--- src/rtl/wb_port_arbiter.sv ---
// Writeback-port arbiter: merges the pipeline writeback with a multi-cycle unit result via a one-entry hold buffer.
// Optional force_count statistics output is enabled by defining WB_ARB_STATS_EN.
module wb_port_arbiter #(
    parameter int STARVE_LIMIT = 4
) (
    input  logic        clk,
    input  logic        reset,
    input  logic        pipe_we,
    input  logic [4:0]  pipe_waddr,
    input  logic [31:0] pipe_wdata,
    input  logic        mc_valid,
    input  logic [4:0]  mc_waddr,
    input  logic [31:0] mc_wdata,
    output logic        mc_ready,
    output logic        pipe_stall,
    output logic        rf_we,
    output logic [4:0]  rf_waddr,
    output logic [31:0] rf_wdata,
`ifdef WB_ARB_STATS_EN
    output logic [15:0] force_count,
`endif
    output logic [1:0]  o_dbg_state
);

    typedef enum logic [1:0] {
        EMPTY = 2'd0,
        HELD  = 2'd1,
        FORCE = 2'd2
    } state_t;

    localparam logic [2:0] LP_LIMIT = 3'(STARVE_LIMIT);

    state_t      r_state;
    state_t      w_state_next;
    logic [2:0]  r_starve;
    logic [2:0]  w_starve_next;
    logic [2:0]  w_starve_inc;
    logic [4:0]  r_buf_addr;
    logic [31:0] r_buf_data;
    logic        w_pipe_live;
    logic        w_mc_fire;
    logic        w_cap;
    logic        w_we;
    logic [4:0]  w_waddr;
    logic [31:0] w_wdata;

    // mc handshake: a result transfers on any rising edge where mc_valid && mc_ready;
    // mc_ready depends only on state, never on mc_valid.
    assign mc_ready     = (r_state == EMPTY);
    assign pipe_stall   = (r_state == FORCE);
    assign o_dbg_state  = r_state;
    assign w_pipe_live  = pipe_we && (pipe_waddr != 5'd0);
    assign w_mc_fire    = mc_valid && mc_ready;
    assign w_starve_inc = r_starve + 3'd1;

    always_comb begin
        w_state_next  = r_state;
        w_starve_next = r_starve;
        w_cap         = 1'b0;
        w_we          = 1'b0;
        w_waddr       = pipe_waddr;
        w_wdata       = pipe_wdata;
        case (r_state)
            EMPTY: begin
                w_starve_next = 3'd0;
                if (w_pipe_live) begin
                    w_we = 1'b1;
                    if (w_mc_fire && (mc_waddr != 5'd0)) begin
                        w_cap        = 1'b1;
                        w_state_next = HELD;
                    end
                end else if (w_mc_fire && (mc_waddr != 5'd0)) begin
                    w_we    = 1'b1;
                    w_waddr = mc_waddr;
                    w_wdata = mc_wdata;
                end
            end
            HELD: begin
                if (w_pipe_live) begin
                    w_we = 1'b1;
                    if (pipe_waddr == r_buf_addr) begin
                        // Younger pipeline write to the same register makes the buffer stale.
                        w_state_next  = EMPTY;
                        w_starve_next = 3'd0;
                    end else begin
                        w_starve_next = w_starve_inc;
                        if (w_starve_inc == LP_LIMIT)
                            w_state_next = FORCE;
                    end
                end else begin
                    w_we          = 1'b1;
                    w_waddr       = r_buf_addr;
                    w_wdata       = r_buf_data;
                    w_state_next  = EMPTY;
                    w_starve_next = 3'd0;
                end
            end
            FORCE: begin
                w_we          = 1'b1;
                w_state_next  = EMPTY;
                w_starve_next = 3'd0;
                if (!(w_pipe_live && (pipe_waddr == r_buf_addr))) begin
                    w_waddr = r_buf_addr;
                    w_wdata = r_buf_data;
                end
            end
            default: begin
                w_state_next  = EMPTY;
                w_starve_next = 3'd0;
            end
        endcase
    end

    always_ff @(posedge clk or negedge reset) begin
        if (!reset) begin
            r_state    <= EMPTY;
            r_starve   <= 3'd0;
            r_buf_addr <= 5'd0;
            r_buf_data <= 32'd0;
        end else begin
            r_state  <= w_state_next;
            r_starve <= w_starve_next;
            if (w_cap) begin
                r_buf_addr <= mc_waddr;
                r_buf_data <= mc_wdata;
            end
        end
    end

    always_ff @(posedge clk or negedge reset) begin
        if (!reset) begin
            rf_we    <= 1'b0;
            rf_waddr <= 5'd0;
            rf_wdata <= 32'd0;
        end else begin
            rf_we <= w_we;
            if (w_we) begin
                rf_waddr <= w_waddr;
                rf_wdata <= w_wdata;
            end
        end
    end

`ifdef WB_ARB_STATS_EN
    logic [15:0] r_force_count;
    assign force_count = r_force_count;

    always_ff @(posedge clk or negedge reset) begin
        if (!reset)
            r_force_count <= 16'd0;
        else if ((w_state_next == FORCE) && (r_state != FORCE) && (r_force_count != 16'hFFFF))
            r_force_count <= r_force_count + 16'd1;
    end
`endif

endmodule

--- config.mk ---
export PLATFORM = sky130hd
export DESIGN_NAME = wb_port_arbiter
export DESIGN_NICKNAME = d
export VERILOG_FILES = /design/src/rtl/wb_port_arbiter.sv
export SDC_FILE = /design/constraint.sdc
export NUM_CORES = 1
export LEC_CHECK = 0
export CAP_MARGIN = 20
export CELL_PAD_IN_SITES_DETAIL_PLACEMENT = 1
export CELL_PAD_IN_SITES_GLOBAL_PLACEMENT = 1
export CORE_UTILIZATION = 39
export DETAILED_ROUTE_END_ITERATION = 8
export GPL_TIMING_DRIVEN = 0
export PLACE_DENSITY = 0.78
export SYNTH_ARGS = -nofsm -noshare
export SYNTH_HDL_FRONTEND = slang
export SYNTH_SLANG_ARGS = --single-unit
--- constraint.sdc ---
create_clock -name clk -period 2.4 [get_ports clk]
set_input_delay 0.36 -clock clk [delete_from_list [all_inputs] [get_ports clk]]
set_output_delay 0.36 -clock clk [all_outputs]
set_load 0.005 [all_outputs]
==> flow_metrics.env <==
export IMPL_syn_avg_cell_area_um2=9.821
export IMPL_gp_congestion=0.8243
export IMPL_wirelength_mm=20.26
export IMPL_synthSimpleGateAreaFrac_pct=13.92
export IMPL_slew_headroom_pct=57.07
export IMPL_synth_edf_count=0
export IMPL_grt_pass1_wl_mm=32.00
export IMPL_ant_nets=0
export IMPL_slowest_stage="clkdlybuf4s50_1"
export IMPL_slowest_delay_ns=0.50
export IMPL_grt_pass1_vias=5683
export IMPL_fillers=1484
export IMPL_place_hpwl_mm=14.12
export IMPL_die_h_um=119.7
export IMPL_ys_ff_latch=80
export IMPL_port_buffers=118
export IMPL_period_share_pct=97.25
export IMPL_clock_sinks=80
export IMPL_ys_flop_type="dfrtp_1"
export IMPL_cp_arrival_ns=2.55
export IMPL_synth_compound_area_share_pct=24.04
export IMPL_async_flop_share_pct=100.0
export IMPL_clockPowerShare_pct=17.1
export IMPL_cts_clk_slew_worst_paths_ns=0.07
export IMPL_vias_per_cell=6.156
export IMPL_cts_tree="built"
export IMPL_crit_chain="clkdlybuf4s50_1 -> or3_4 -> o21ai_4 -> buf_4 -> buf_4 -> mux2_2 -> nand2_1 -> a41oi_1"
export IMPL_wire_per_inst_um=23.39
export IMPL_yosysUniqueCellTypes=42
export IMPL_antenna_found_initial=0
export IMPL_drtIter0Drc=344
export IMPL_first_pass_iters=5
export IMPL_ys_top_cells_by_area="dfrtp_1, mux2_2, mux2_4"
export IMPL_yosys_area_top_type="dfrtp_1"
export IMPL_grt_start_max_net_pins=43
export IMPL_syn_inst=550
export IMPL_cts_buffers=9
export IMPL_worstSetupPathType="primary input to register"
export IMPL_place_area_um2=6828
export IMPL_cp_required_ns=2.61
export IMPL_ys_seq_area_share_pct=37.06
export IMPL_n_antenna_cell=0
export IMPL_dieWidth_um=119.7
export IMPL_seqPwrFrac_pct=31.0
export IMPL_path_buf_inv=3
export IMPL_hold_path_class="primary input to async pin"
export IMPL_pin_count=120
export IMPL_syn2layout_area_growth_pct=33.87
export IMPL_setup_viol=0
export IMPL_synth_top_area_share_pct=37.06
export IMPL_final_cell_area_um2=7231
export IMPL_drv_slew=0
export IMPL_clock_latency_ns=0.35
export IMPL_r2r_slack_ns=0.13
export IMPL_grt_use_total_pct=29.05
export IMPL_crit_fanout=10
export IMPL_root_buffer="clkbuf_16"
export IMPL_crit_path_frequent_cell="buf_4"
export IMPL_cap_violations=0
export IMPL_netlist_area_um2=5401
export IMPL_max_freq_mhz=428.4
export IMPL_powerDensity_nw_per_um2=1138
export IMPL_synth_commonest_cells="dfrtp_1, nand2_1, mux2_2"
export IMPL_setup_tns_ns=0
export IMPL_postLayoutCoreUtil_pct=53.96
export IMPL_layout_nets=771
export IMPL_combPwrFrac_pct=51.9
export IMPL_tightest_slew_ns=0.6413
export IMPL_cp_end_kind="register"
export IMPL_synthMuxAreaShare_pct=16.68
export IMPL_cts_max_level=3
export IMPL_layout_drive_gt1_share_pct=21.01
export IMPL_internal_power_mw=5.025
export IMPL_grt_overflow_total=0
export IMPL_synthesis_nets=635
export IMPL_synthAdderAreaFrac_pct=1.621
export IMPL_dieArea_um2=14320
export IMPL_sw_frac_of_total_pct=38.94
export IMPL_core_um2=13400
export IMPL_clockBufferDepth=2
export IMPL_rows=42
export IMPL_yosysMostFrequentCell="dfrtp_1"
export IMPL_leakage_nw=2.789
export IMPL_num_vias=5331
export IMPL_drc=0
export IMPL_rsz0062_at_grt="yes"
export IMPL_layout_min_cycle_time_ns=2.334
export IMPL_critical_path_top_delay_family="buffers and inverters"
export IMPL_clock_skew_ns=0.008224
export IMPL_cp_start_kind="primary input"
export IMPL_synth_xor_area_share_pct=0.9729
export IMPL_p_sw_mw=3.205
export IMPL_initial_core_util_pct=40.31
export IMPL_finalHoldViolCount=0
export IMPL_yosysWarnings=0
export IMPL_status="finished, final reports clean"
export IMPL_synth_top_family_by_area="compound AO/OA/AOI/OAI gates"
export IMPL_peakVddDrop_mv=0.4213
[worst register-to-register path: cells and delay by family (launching register included)]
kind / cells / cell delay, ns
flops: 1 / 0.45
buf+inv: 3 / 1.15
compound gates: 2 / 0.36
fa+ha+maj: 1 / 0.23
[power by group through the flow]
stage / Sequential (mW) / Combinational [mW] / Clock [mW]
4_1_cts: 2.54 / 4.20 / 1.42
6_report: 2.55 / 4.27 / 1.40
3_3_place_gp: 2.50 / 4.01 / 0
2_1_floorplan: 2.44 / 2.43 / 0
3_5_place_dp: 2.55 / 4.14 / 0
5_1_grt: 2.63 / 4.60 / 1.47
[worst paths after layout]
path | startpoint | to | depth (start not counted)
min reg2reg | r_starve[0] | r_starve[0] | 1
max reg2reg | o_dbg_state[1] | rf_wdata[6] | 6
min | reset | rf_wdata[18] | 1
max in group asynchronous | reset | r_buf_data[15] | 2
min in group clk | r_starve[0] | r_starve[0] | 1
max | pipe_waddr[4] | rf_wdata[17] | 8
[sequential cells by signal, indices dropped and copies added (netlist names)]
register and cells:
r_buf_data 32, o_dbg_state 2, r_starve 3, rf_wdata 32, rf_waddr 5, rf_we 1, r_buf_addr 5
[repair_timing]
item | CTS | global route
setup buffers | 0 | 6
hold buffers | 0 | 0
pin swaps | 0 | 2
gates resized for setup | 6 | 42
setup endpoints to repair | 37 | 38
cloned | 0 | 0
[per-layer routing]
layer	vias up	GRT usage [%]	share of wire, %
met2	208	48.09	49
met5	-	0	0
met3	22	4.705	5.7
met1	2735	38.84	44
met4	0	8.828	1.2
li1	2366	-	-
[through the flow]
stage	instances	setup slack (ns)	power, mW	hold WS [ns]
2_1_floorplan	550	0.4578	4.863	0.06441
3_3_place_gp	844	-2.243	6.518	0.4502
5_1_grt	866	-0.02946	8.703	0.04633
4_1_cts	860	0.006281	8.161	0.03119
6_report	866	0.06592	8.230	0.01242
3_5_place_dp	845	-0.3980	6.688	0.4017
[cells by family after synthesis]
family | Yosys count
and+or+nand+nor | 137
AOI/OAI and AO/OA | 188
adders and majority gates | 7
DFF | 80
muxes | 70
buffers and inverters | 62
xor gates and xnor gates | 6
[cell usage in the layout (no fill, tap or decap), drive strengths merged, types with 2 or more instances in the layout]
| cell | count |
|---|---|
| clkdlybuf4s50 | 117 |
| o211ai | 7 |
| a21oi | 34 |
| a32oi | 5 |
| nor4b | 24 |
| clkinv | 3 |
| nand2 | 47 |
| a22oi | 10 |
| dfrtp | 80 |
| or3 | 2 |
| xor2 | 2 |
| nor2b | 5 |
| nor3b | 4 |
| nand4b | 6 |
| a41oi | 23 |
| xnor2 | 4 |
| nor2 | 40 |
| buf | 30 |
| a31oi | 37 |
| and3 | 5 |
| o31a | 25 |
| inv | 5 |
| a221o | 4 |
| mux2 | 70 |
| o21ai | 34 |
| ha | 7 |
| a21boi | 4 |
| clkbuf | 46 |
[cell type report]
cell class	count	area, um^2	area share, %
multi-input combinational	408	3113	43.05
clock inverter	4	45.04	0.6229
sequential	80	2002	27.69
clock buffer	11	242.7	3.357
timing repair buffer	125	1251	17.30
buffer	57	337.8	4.672
inverter	5	18.77	0.2596
tap	176	220.2	3.046
(Power assumes the default switching activity.)
